File: src/rtl/ace_sram_pager.sv
// Z80 memory pager for an external SRAM: IO-mapped page/control registers,
// window address translation, write protection and a wait-state access FSM.
module ace_sram_pager #(
  parameter int unsigned SRAM_AW     = 21,
  parameter int unsigned WIN_BITS    = 14,
  parameter int unsigned WAIT_CYCLES = 2,
  parameter logic [7:0]  IO_BASE     = 8'hB0
) (
  input  logic               clk,
  input  logic               reset,
  input  logic [15:0]        cpu_addr,
  input  logic               mreq_n,
  input  logic               iorq_n,
  input  logic               rd_n,
  input  logic               wr_n,
  input  logic [7:0]         data_from_cpu,
  input  logic               sram_sel,
  output logic [SRAM_AW-1:0] ext_sram_addr,
  output logic               sram_oe_n,
  output logic               sram_we_n,
  output logic               wait_n,
  output logic [7:0]         data_to_cpu,
  output logic               data_to_cpu_oe,
  output logic               wp_hit
);

  localparam int unsigned WIN_W  = 16 - WIN_BITS;
  localparam int unsigned NWIN   = 2 ** WIN_W;
  localparam int unsigned PAGE_W = SRAM_AW - WIN_BITS;
  localparam logic [7:0]  NWIN8  = 8'(NWIN);
  localparam logic [3:0]  WAIT_INIT = 4'(WAIT_CYCLES == 0 ? 0 : WAIT_CYCLES - 1);

  typedef enum logic [1:0] {S_IDLE, S_WAIT, S_DONE} state_t;

  state_t            state_q, state_d;
  logic [3:0]        cnt_q, cnt_d;
  logic              wp_hit_q, wp_hit_d;
  logic              io_wr_q, io_wr_d;
  logic [PAGE_W-1:0] page_q [NWIN];
  logic [PAGE_W-1:0] page_d [NWIN];
  logic [NWIN-1:0]   wp_q, wp_d;
  logic              en_q, en_d;
  logic              lock_q, lock_d;

  logic [WIN_W-1:0]  win;
  logic [7:0]        port_off;
  logic [WIN_W-1:0]  port_win;
  logic              hit_page, hit_ctrl;
  logic              io_wr, io_rd;
  logic              start, blocked, in_access;

  assign win      = cpu_addr[15:WIN_BITS];
  assign port_off = cpu_addr[7:0] - IO_BASE;
  assign port_win = port_off[WIN_W-1:0];
  assign hit_page = (port_off < NWIN8);
  assign hit_ctrl = (port_off == NWIN8);
  assign io_wr    = ~iorq_n & ~wr_n;
  assign io_rd    = ~iorq_n & ~rd_n;
  assign start    = sram_sel & ~mreq_n & (~rd_n | ~wr_n);
  assign blocked  = en_q & wp_q[win];

  // Register file: one update per IO write, taken on the strobe's first clock.
  always_comb begin
    page_d  = page_q;
    wp_d    = wp_q;
    en_d    = en_q;
    lock_d  = lock_q;
    io_wr_d = io_wr;
    if (io_wr && !io_wr_q) begin
      if (hit_page && !lock_q) begin
        page_d[port_win] = data_from_cpu[PAGE_W-1:0];
        wp_d[port_win]   = data_from_cpu[7];
      end else if (hit_ctrl) begin
        // Once locked, EN can only be cleared and LOCK stays set.
        en_d   = data_from_cpu[0] & (en_q | ~lock_q);
        lock_d = lock_q | data_from_cpu[1];
      end
    end
  end

  always_comb begin
    data_to_cpu    = '0;
    data_to_cpu_oe = 1'b0;
    if (io_rd && !reset && (hit_page || hit_ctrl)) begin
      data_to_cpu_oe = 1'b1;
      if (hit_page) begin
        data_to_cpu[PAGE_W-1:0] = page_q[port_win];
        data_to_cpu[7]          = wp_q[port_win];
      end else begin
        data_to_cpu[1:0] = {lock_q, en_q};
      end
    end
  end

  always_comb begin
    if (en_q) ext_sram_addr = {page_q[win], cpu_addr[WIN_BITS-1:0]};
    else      ext_sram_addr = SRAM_AW'(cpu_addr);
  end

  always_comb begin
    state_d  = state_q;
    cnt_d    = cnt_q;
    wp_hit_d = 1'b0;
    case (state_q)
      S_IDLE: begin
        if (start) begin
          wp_hit_d = ~wr_n & blocked;
          if (WAIT_CYCLES == 0) begin
            state_d = S_DONE;
          end else begin
            state_d = S_WAIT;
            cnt_d   = WAIT_INIT;
          end
        end
      end
      S_WAIT: begin
        if (!sram_sel)         state_d = S_IDLE;
        else if (cnt_q == '0)  state_d = S_DONE;
        else                   cnt_d   = cnt_q - 4'd1;
      end
      S_DONE: begin
        if (!sram_sel || mreq_n) state_d = S_IDLE;
      end
      default: state_d = S_IDLE;
    endcase
  end

  // Strobes are also gated by reset so they release before any clock edge.
  assign in_access = (state_q == S_WAIT) || (state_q == S_DONE);
  assign wait_n    = ~((state_q == S_WAIT) & sram_sel & ~reset);
  assign sram_we_n = ~(in_access & ~wr_n & sram_sel & ~blocked & ~reset);
  assign sram_oe_n = ~(sram_sel & ~mreq_n & ~rd_n);
  assign wp_hit    = wp_hit_q;

  always_ff @(posedge clk or posedge reset) begin
    if (reset) begin
      state_q  <= S_IDLE;
      cnt_q    <= '0;
      wp_hit_q <= 1'b0;
      io_wr_q  <= 1'b0;
      wp_q     <= '0;
      en_q     <= 1'b0;
      lock_q   <= 1'b0;
      for (int unsigned i = 0; i < NWIN; i++) page_q[i] <= PAGE_W'(i);
    end else begin
      state_q  <= state_d;
      cnt_q    <= cnt_d;
      wp_hit_q <= wp_hit_d;
      io_wr_q  <= io_wr_d;
      wp_q     <= wp_d;
      en_q     <= en_d;
      lock_q   <= lock_d;
      page_q   <= page_d;
    end
  end

endmodule

File: config.mk
export PLATFORM = sky130hd
export DESIGN_NAME = ace_sram_pager
export DESIGN_NICKNAME = d
export VERILOG_FILES = /design/src/rtl/ace_sram_pager.sv
export SDC_FILE = /design/constraint.sdc
export NUM_CORES = 1
export LEC_CHECK = 0
export ABC_AREA = 1
export BUFFER_PORTS_ARGS = -buffer_cell sky130_fd_sc_hd__buf_2
export CORE_MARGIN = 5
export CORE_UTILIZATION = 54
export CTS_BUF_LIST = sky130_fd_sc_hd__clkbuf_16
export DETAILED_ROUTE_END_ITERATION = 10
export PLACE_DENSITY = 0.89
export SLEW_MARGIN = 10
export SYNTH_ARGS = -nofsm -noshare
export SYNTH_HDL_FRONTEND = slang
export SYNTH_SLANG_ARGS = --single-unit
export TNS_END_PERCENT = 5
File: constraint.sdc
create_clock -name clk -period 2.2 [get_ports clk]
set_input_delay 0.33 -clock clk [delete_from_list [all_inputs] [get_ports clk]]
set_output_delay 0.33 -clock clk [all_outputs]
set_load 0.01 [all_outputs]
==> metrics.txt, run 1 <==
status complete, no violations; sequential area share after synthesis between 30% and 40%; Critical path buffers and inverters 1; global placement routability congestion 0.992; unrepaired setup endpoints after global routing false; area overhead of the layout relative to synthesis 12.6%; sequence of cells on the critical path nor2_1 -> o21ai_0 -> nand2_1 -> nand2_1 -> nand2_1 -> nor2_1 -> buf_2; antenna fix cells 0; worst-path maximum fanout 3; register cell area after layout roughly 0.0011 mm2; number of cell rows 26; Die Outline Area about 0.0066 mm2; library cell used as clock root buffer clkbuf_16; Hold/Removal Path Class input pin to async pin; worst hold margin 253 ps; average routed wire per standard cell between 10 and 15 um; die boundary width approximately 80 um; average cell area after synthesis 7.05 um2; number of nets in the finished design around 460; Post-CTS Resized 0; clock net sink count between 40 and 50; required time of the critical path between 1500 and 2000 ps; dominant cell type by area after synthesis dfrtp_1; global route overflow 0; top post-synthesis cells by area dfrtp_1 (35%), nand2_1 (18%), nand4_1 (7.5%), inv_1 (4.8%), nor2_1 (4.7%); largest net degree at the start of global routing 43; Peak supply drop 0.305 mV; clock skew about 3.0 ps; ratio of final minimum period to clock period 80.7%; Cell Count, Final, Fillers Out between 400 and 500; Yosys Warn Count 0; Port-buffer cells 52; Post-CTS Setup Inserts 0; nets in the synthesized netlist about 420; fraction of synthesized cell area taken by the top area cell type a little over a third; CTS tree built; Overall Global Routing Usage between 20% and 30%; final antenna-violating net count 0; headroom to the max-slew limit a little under two thirds; data arrival time at the worst-slack endpoint around 1400 ps; Critical-path top delay cell dfstp_2; placeable core region between 0.005 and 0.006 mm2; critical path's largest stage delay 560 ps; DP HPWL roughly 5400 um; drt drc 0; final core area utilization between 60% and 70%; Worst Setup End Kind output port; share of final-layout standard cells stronger than drive strength 1 19.9%; Max Clock Freq between 500 and 600 MHz; global-route wire length before repair approximately 12,000 um; worst r2r path cells 9; initial cell density of the core 54.7%; Leak Pwr 1.62 nW; average vias per placed instance 5.48; die extent in y roughly 81 um; Reg2Reg Capture Point cnt_q[1]; max-cap violation count 0; H-Tree Level Count 2; setup-violating endpoint count in the final report 0; initial antenna violation count 0; power per standard cell area 660 mW/mm2; flop-to-flop setup slack around 810 ps; worst reg2reg startpoint cnt_q[0]; critical setup path kind flip-flop to output port; Final Hold Vio Count 0; total number of vias approximately 2.7k; number of violations reported at the end of detailed-routing iteration 0 220; multi-input logic area 0.00134 mm2; most frequent CP cell nand2_1; register bit total from synthesis 42; hold-fix buffer count after cts 0; post-layout minimum cycle time roughly 1800 ps; top-level port count 65; total iterations of the first detailed-routing run 7; count of pins over their slew limit 0; cell family with the largest share of critical-path delay flip-flops; Least-Margin Pin Slew about 540 ps; clock buffer count from CTS 5; number of library cell types mapped by synthesis 25; setup TNS 0 ps; Placed Cells incl. Taps 490; cell area after technology mapping about 0.0027 mm2; Post-Route WL approximately 7000 um; via count of the first global-routing pass about 2.5k; total of fill cells in the finished design 477; clock transition at the register clock pins on the worst setup and hold paths after CTS roughly 60 ps; insertion delay of the later-clocked pin in the worst-skew pair approximately 280 ps; Bufs on Longest Clock Path 2; Mapped Cells roughly 390; Worst setup SP type flip-flop
[sequential cells by signal, summed over array words and instances, names as in the netlist]
name and flops:
page_q 28, wp_hit 1, en_q 1, lock_q 1, cnt_q 4, wp_q 4
state_q 2, io_wr_q 1
[layout by cell type, fill, tap and decap left out, drive strengths merged]
master / n
nand3: 13
buf: 58
clkbuf: 5
or2: 1
o21ai: 30
nor3: 1
nand2: 135
o211ai: 5
dfstp: 4
a21oi: 18
nor3b: 1
nand4: 33
nor2: 36
clkinv: 3
inv: 43
dfrtp: 38
ha: 4
[final cells by class]
cell class,instances,area share (%)
sequential,42,34.2
clock inverter,3,0.405
timing repair buffer,58,9.88
inverter,43,5.22
tap,70,2.84
multi-input combinational,277,43.4
clock buffer,5,4.05
[per-stage QoR]
stage               power, mW  area (um2)  setup WS [ps]
floorplan                1.23        2740            114
global placement         1.33        2950            455
detailed placement       1.35        2950            450
CTS                      2.06        3090            420
global route             2.18        3090            296
finish                   2.04        3090            426
[worst register-to-register path, cell delays in order, from the launching register on]
cell,delay [ps]
dfrtp_1,370
inv_1,80
ha_1,220
nand3_1,100
nand2_1,50
nand2_1,80
inv_1,50
nor2_1,210
nand2_1,90
nand2_1,70
[synthesized netlist by cell type]
cell	instances
clkbuf_1	4
nand4_1	33
o21ai_0	22
dfstp_2	4
buf_4	14
inv_1	35
or2_2	1
nor2_1	34
nor2_2	1
nor2_4	1
clkinv_1	1
nand2_1	135
o211ai_1	5
o21ai_1	8
buf_2	6
nor3_4	1
ha_1	4
nand3_2	2
nand3_4	4
a21oi_1	18
inv_2	7
nor3b_1	1
nand3_1	7
buf_6	3
dfrtp_1	38
[worst max-delay path by stage]
stage	cells after the start	to	slack, ps	start
after detailed placement	9	data_to_cpu[3]	450	cpu_addr[0]
after floorplan	5	data_to_cpu[0]	110	reset
after global placement	9	data_to_cpu[6]	460	cpu_addr[0]
final	7	data_to_cpu[0]	430	page_q[14]
after CTS	7	data_to_cpu[1]	420	page_q[8]
after global routing	7	data_to_cpu[0]	300	page_q[14]
[where the power goes]
group          leakage (nW)  internal [mW]  switching [mW]
combinational         0.987          0.164           0.337
sequential            0.559          0.815          0.0263
clock                0.0724          0.410           0.287
[routing by layer]
layer / share of wire (%) / vias to the layer above / track usage [%] / routed length (um)
met5: 0 / - / 0 / 0
met4: 2.4 / 0 / 8.95 / 166
met3: 9.8 / 19 / 4.55 / 683
met2: 47 / 131 / 37.1 / 3300
met1: 40 / 1251 / 29.9 / 2810
li1: - / 1330 / - / -
[cell families (layout without fill, tap and decap cells)]
family | after synthesis | in the layout | synth area share (%)
flip-flops | 42 | 42 | 38.5
buffers and inverters | 70 | 109 | 12.6
adder cells (fa/ha/maj) | 4 | 4 | 1.82
AO/OA/AOI/OAI | 53 | 53 | 10.1
AND/OR/NAND/NOR | 220 | 220 | 37.0
Power figures use the tool's default switching activity.
==> run 2: changes to the inputs <==
CORE_UTILIZATION = 49   (was 54)
PLACE_DENSITY = 0.86   (was 0.89)
clock period = 1.5 ns   (was 2.2 ns; I/O delays follow)
==> metrics.txt, run 2 (synthesis gave the netlist of run 1 again) <==
top-level port count 65; largest net degree at the start of global routing 38; Die Outline Area 0.00719 mm2; total iterations of the first detailed-routing run 5; Peak supply drop between 0.5 and 0.6 mV; Leak Pwr 1.72 nW; violated checks negative setup slack; post-layout minimum cycle time roughly 1600 ps; Port-buffer cells between 50 and 60; final std cell area, no fill around 0.0033 mm2; Crit. Startpoint page_q[0]; largest register by flop count page_q; post-route worst setup slack -85.2 ps; Overall Global Routing Usage 22.0%; headroom to the max-slew limit between 70% and 80%; hold-fix buffer count after cts 0; insertion delay of the later-clocked pin in the worst-skew pair 290 ps; clock buffer count from CTS 5; total of fill cells in the finished design ~480; worst r2r path cells 8; number of nets in the finished design 476; standard cell area after detailed placement about 0.0031 mm2; Final Hold Vio Count 0; area overhead of the layout relative to synthesis 21.5%; status complete, but fails checks; initial cell density of the core approximately 50%; commonest non-fill, non-tap cells in the layout nand2_1 (133), buf_2 (52), dfrtp_1 (38); met3 track demand over resource approximately 5.6%; average routed wire per standard cell between 15 and 20 um; placeable core region around 0.0055 mm2; setup-violating endpoint count in the final report 5; number of cell rows 27; most common cell after layout, fill and taps aside nand2_1; global route overflow 0; max reg flops 28; power per standard cell area 1050 mW/mm2; Worst Setup End Kind output port; Worst setup SP type flip-flop; leading registers by flop count page_q: 28 flops, cnt_q: 4 flops, wp_q: 4 flops; Reg2Reg Capture Point cnt_q[3]; library cell used as clock root buffer clkbuf_16; share of final-layout standard cells stronger than drive strength 1 between 20% and 30%; Cell Count, Final, Fillers Out about 500; flop-to-flop setup slack approximately 190 ps; Setup crit end data_to_cpu[0]; number of violations reported at the end of detailed-routing iteration 0 around 260; count of pins over their slew limit 0; antenna fix cells 0; CTS tree built; data arrival time at the worst-slack endpoint between 1000 and 1500 ps; met2 usage 35.9%; required time of the critical path 1270 ps; global-route met1 utilization between 20% and 30%; clock transition at the register clock pins on the worst setup and hold paths after CTS 70 ps; Max Clock Freq between 600 and 700 MHz; global placement routability congestion 0.868; clock skew 8.84 ps; clock net sink count between 40 and 50; die boundary width 84.8 um; worst hold margin 16.8 ps; drt drc 0; initial antenna violation count 0; via count of the first global-routing pass ~2.9k; Hold/Removal Path Class input pin to async pin; GR peak layer met2; final antenna-violating net count 0; worst reg2reg startpoint cnt_q[0]; die extent in y about 85 um; critical setup path kind flip-flop to output port; ratio of final minimum period to clock period 106%; worst-path maximum fanout 2; average vias per placed instance approximately 5.7; H-Tree Level Count 2; global-route wire length before repair 12,900 um; DP HPWL 5310 um; pre-CTS setup slack ~13 ps; unrepaired setup endpoints after global routing true; Placed Cells incl. Taps ~500; Bufs on Longest Clock Path 2; total number of vias 2,912; final core area utilization a little over 60%; Least-Margin Pin Slew roughly 300 ps; Post-Route WL slightly below 8000 um; max-cap violation count 0
[run 2: cell types whose count changed in the layout (fill, tap and decap cells not counted), sizes merged]
cell | before | now
clkinvlp | 0 | 1
bufinv | 0 | 2
inv | 43 | 41
clkinv | 3 | 2
buf | 58 | 72
[run 2: through the flow]
step           power (mW)  setup TNS, ps
2_1_floorplan        1.81          -51.5
3_3_place_gp         1.97              0
3_5_place_dp         2.00              0
4_1_cts              3.44           -243
5_1_grt              3.66          -1130
6_report             3.49           -318
[run 2: area by class of cell]
class | instances | area [um2] | share of cell area (%)
Multi-Input combinational cell | 277 | 1390 | 41.7
Inverter | 43 | 168 | 5.03
Clock inverter | 3 | 68.8 | 2.06
Timing Repair Buffer | 72 | 435 | 13.1
Sequential cell | 42 | 1060 | 31.7
Tap cell | 72 | 90.1 | 2.70
Clock buffer | 5 | 125 | 3.75
[run 2: per-layer routing]
metal / vias to the layer above / wire length, um
li1: 1361 / -
met1: 1337 / 3040
met3: 56 / 568
met5: - / 0
met2: 158 / 3790
met4: 0 / 347
[run 2: timing repair]
item	4_1_cts	5_1_grt
endpoints found under the setup margin	6	19
pin swaps	2	3
buffers inserted	5	0
resized for setup	6	17
[run 2: critical path: stages, from the launching register on]
cell and delay (ps):
dfstp_2 540, nor2_1 50, nor2_1 110, nand2_1 70, nand2_1 50, nand2_1 50, nor2_1 80, buf_2 130
[run 2: worst min path at each step]
stage	from	to	slack, ps
final	reset	page_q[15]	20
after global routing	reset	page_q[15]	50
after CTS	reset	page_q[15]	30
after detailed placement	reset	io_wr_q	330
after global placement	reset	wp_hit	320
after floorplan	reset	cnt_q[0]	220
[run 2: power by group]
group          switching [mW]  leakage [nW]  internal [mW]
clock network           0.453        0.0940          0.956
logic                   0.537          1.07          0.314
registers              0.0362         0.559           1.20
total                    1.03          1.72           2.47
==> run 3: changes to the inputs <==
PLACE_DENSITY = 0.77   (was 0.86)
==> metrics.txt, run 3 (synthesis gave the netlist of run 1 again) <==
area overhead of the layout relative to synthesis 20.0%; most common cell after layout, fill and taps aside nand2_1; ratio of final minimum period to clock period 106%; worst-path maximum fanout 4; Least-Margin Pin Slew roughly 550 ps; final antenna-violating net count 0; DP HPWL approximately 5400 um; placeable core region between 0.005 and 0.006 mm2; power per standard cell area 945 mW/mm2; max reg flops 28; multi-input logic area 0.00139 mm2; critical setup path kind input pin to output port; Hold/Removal Path Class input pin to async pin; required time of the critical path 1270 ps; Placed Cells incl. Taps slightly above 500; total of fill cells in the finished design between 500 and 600; headroom to the max-slew limit a little under two thirds; global placement routability congestion around 0.9; die boundary width roughly 85 um; Cell Count, Final, Fillers Out around 520; Worst Setup End Kind output port; number of cell rows 27; insertion delay of the later-clocked pin in the worst-skew pair ~280 ps; status complete, but fails checks; top-level port count 65; Worst setup SP type input pin; average vias per placed instance between 5 and 6; Die Outline Area 0.00719 mm2; global route overflow 0; average routed wire per standard cell between 10 and 15 um; leading registers by flop count page_q: 28 flops, cnt_q: 4 flops, wp_q: 4 flops; worst r2r path cells 9; number of violations reported at the end of detailed-routing iteration 0 just under 200; total iterations of the first detailed-routing run 5; Post-Route WL 7630 um; H-Tree Level Count 2; Final Hold Vio Count 0; register cell area after layout ~0.0011 mm2; global-route wire length before repair 12,700 um; clock skew between 3 and 4 ps; unrepaired setup endpoints after global routing true; antenna fix cells 0; data arrival time at the worst-slack endpoint around 1400 ps; Peak supply drop between 0.6 and 0.7 mV; max-cap violation count 0; Leak Pwr about 1.7 nW; via count of the first global-routing pass 2,610; total number of vias 2,782; setup TNS -502 ps; number of nets in the finished design ~480; clock buffer count from CTS 5; initial cell density of the core around half; post-route worst setup slack -87.3 ps; share of final-layout standard cells stronger than drive strength 1 ~25%; violated checks negative setup slack; largest register by flop count page_q; Max Clock Freq 630 MHz; drt drc 0; CTS tree built; largest net degree at the start of global routing 44; clock transition at the register clock pins on the worst setup and hold paths after CTS about 60 ps; clock net sink count 42; Port-buffer cells 52; setup-violating endpoint count in the final report 8; count of pins over their slew limit 0; Bufs on Longest Clock Path 2; commonest non-fill, non-tap cells in the layout nand2_1 (134), buf_2 (52), dfrtp_1 (37); library cell used as clock root buffer clkbuf_16; initial antenna violation count 0; die extent in y 84.8 um; Overall Global Routing Usage between 20% and 30%; post-layout minimum cycle time between 1500 and 2000 ps
==> run 3: worst max-delay path, stage by stage <==
cell and delay (ps):
buf_2 110, nor2_1 120, nand3_2 140, inv_1 110, nand2_1 180, buf_4 200
nor2_1 120, buf_2 150
==> run 3: routing by layer <==
| layer | GRT usage (%) | vias to the layer above | routed length, um |
|---|---|---|---|
| li1 | - | 1362 | - |
| met3 | 4.56 | 11 | 746 |
| met4 | 5.32 | 0 | 104 |
| met2 | 36.2 | 137 | 3670 |
| met5 | 0 | - | 0 |
| met1 | 29.3 | 1272 | 3110 |
==> run 3: per-stage QoR <==
| stage | total power, mW | instance area, um2 | utilization [%] | hold slack (ps) | setup slack [ps] |
|---|---|---|---|---|---|
| global placement | 1.99 | 3090 | 56.4 | 438 | -80.3 |
| finish | 3.11 | 3290 | 60.2 | 132 | -87.3 |
| detailed placement | 2.02 | 3090 | 56.4 | 445 | -69.2 |
| CTS | 3.09 | 3270 | 59.7 | 151 | -86.8 |
| floorplan | 1.81 | 2750 | - | 223 | -9.00 |
| global route | 3.29 | 3290 | 60.2 | 190 | -234 |
==> run 3: worst paths after layout <==
| kind | from | end | slack [ps] |
|---|---|---|---|
| worst min-delay path | reset | wp_hit | 130 |
| worst max register to register | cnt_q[0] | cnt_q[0] | 160 |
| min in group clk | iorq_n | io_wr_q | 180 |
| max in group asynchronous | reset | en_q | 970 |
| worst min register to register | page_q[3] | page_q[3] | 480 |
| worst max-delay path | cpu_addr[2] | data_to_cpu[5] | -90 |
==> run 3: final cells by class <==
class                      instances  area share (%)
sequential                        42            32.1
timing repair buffer              75            13.9
inverter                          43            5.02
tap                               72            2.74
clock inverter                     3           0.342
clock buffer                       5            3.80
multi-input combinational        277            42.1
==> run 3: repair_timing <==
item,CTS,global route
pin swaps,5,2
endpoints found under the setup margin,15,16
gates resized for setup,7,5
buffers inserted,3,0
hold buffers,0,0
hold endpoints to repair,0,0
==> run 3: power breakdown <==
part	total, mW	leakage (nW)	switching [mW]	internal, mW
sequential	1.23	0.558	0.0372	1.20
combinational	0.868	1.08	0.539	0.329
clock	1.01	0.0776	0.411	0.598
total	3.11	1.71	0.988	2.12
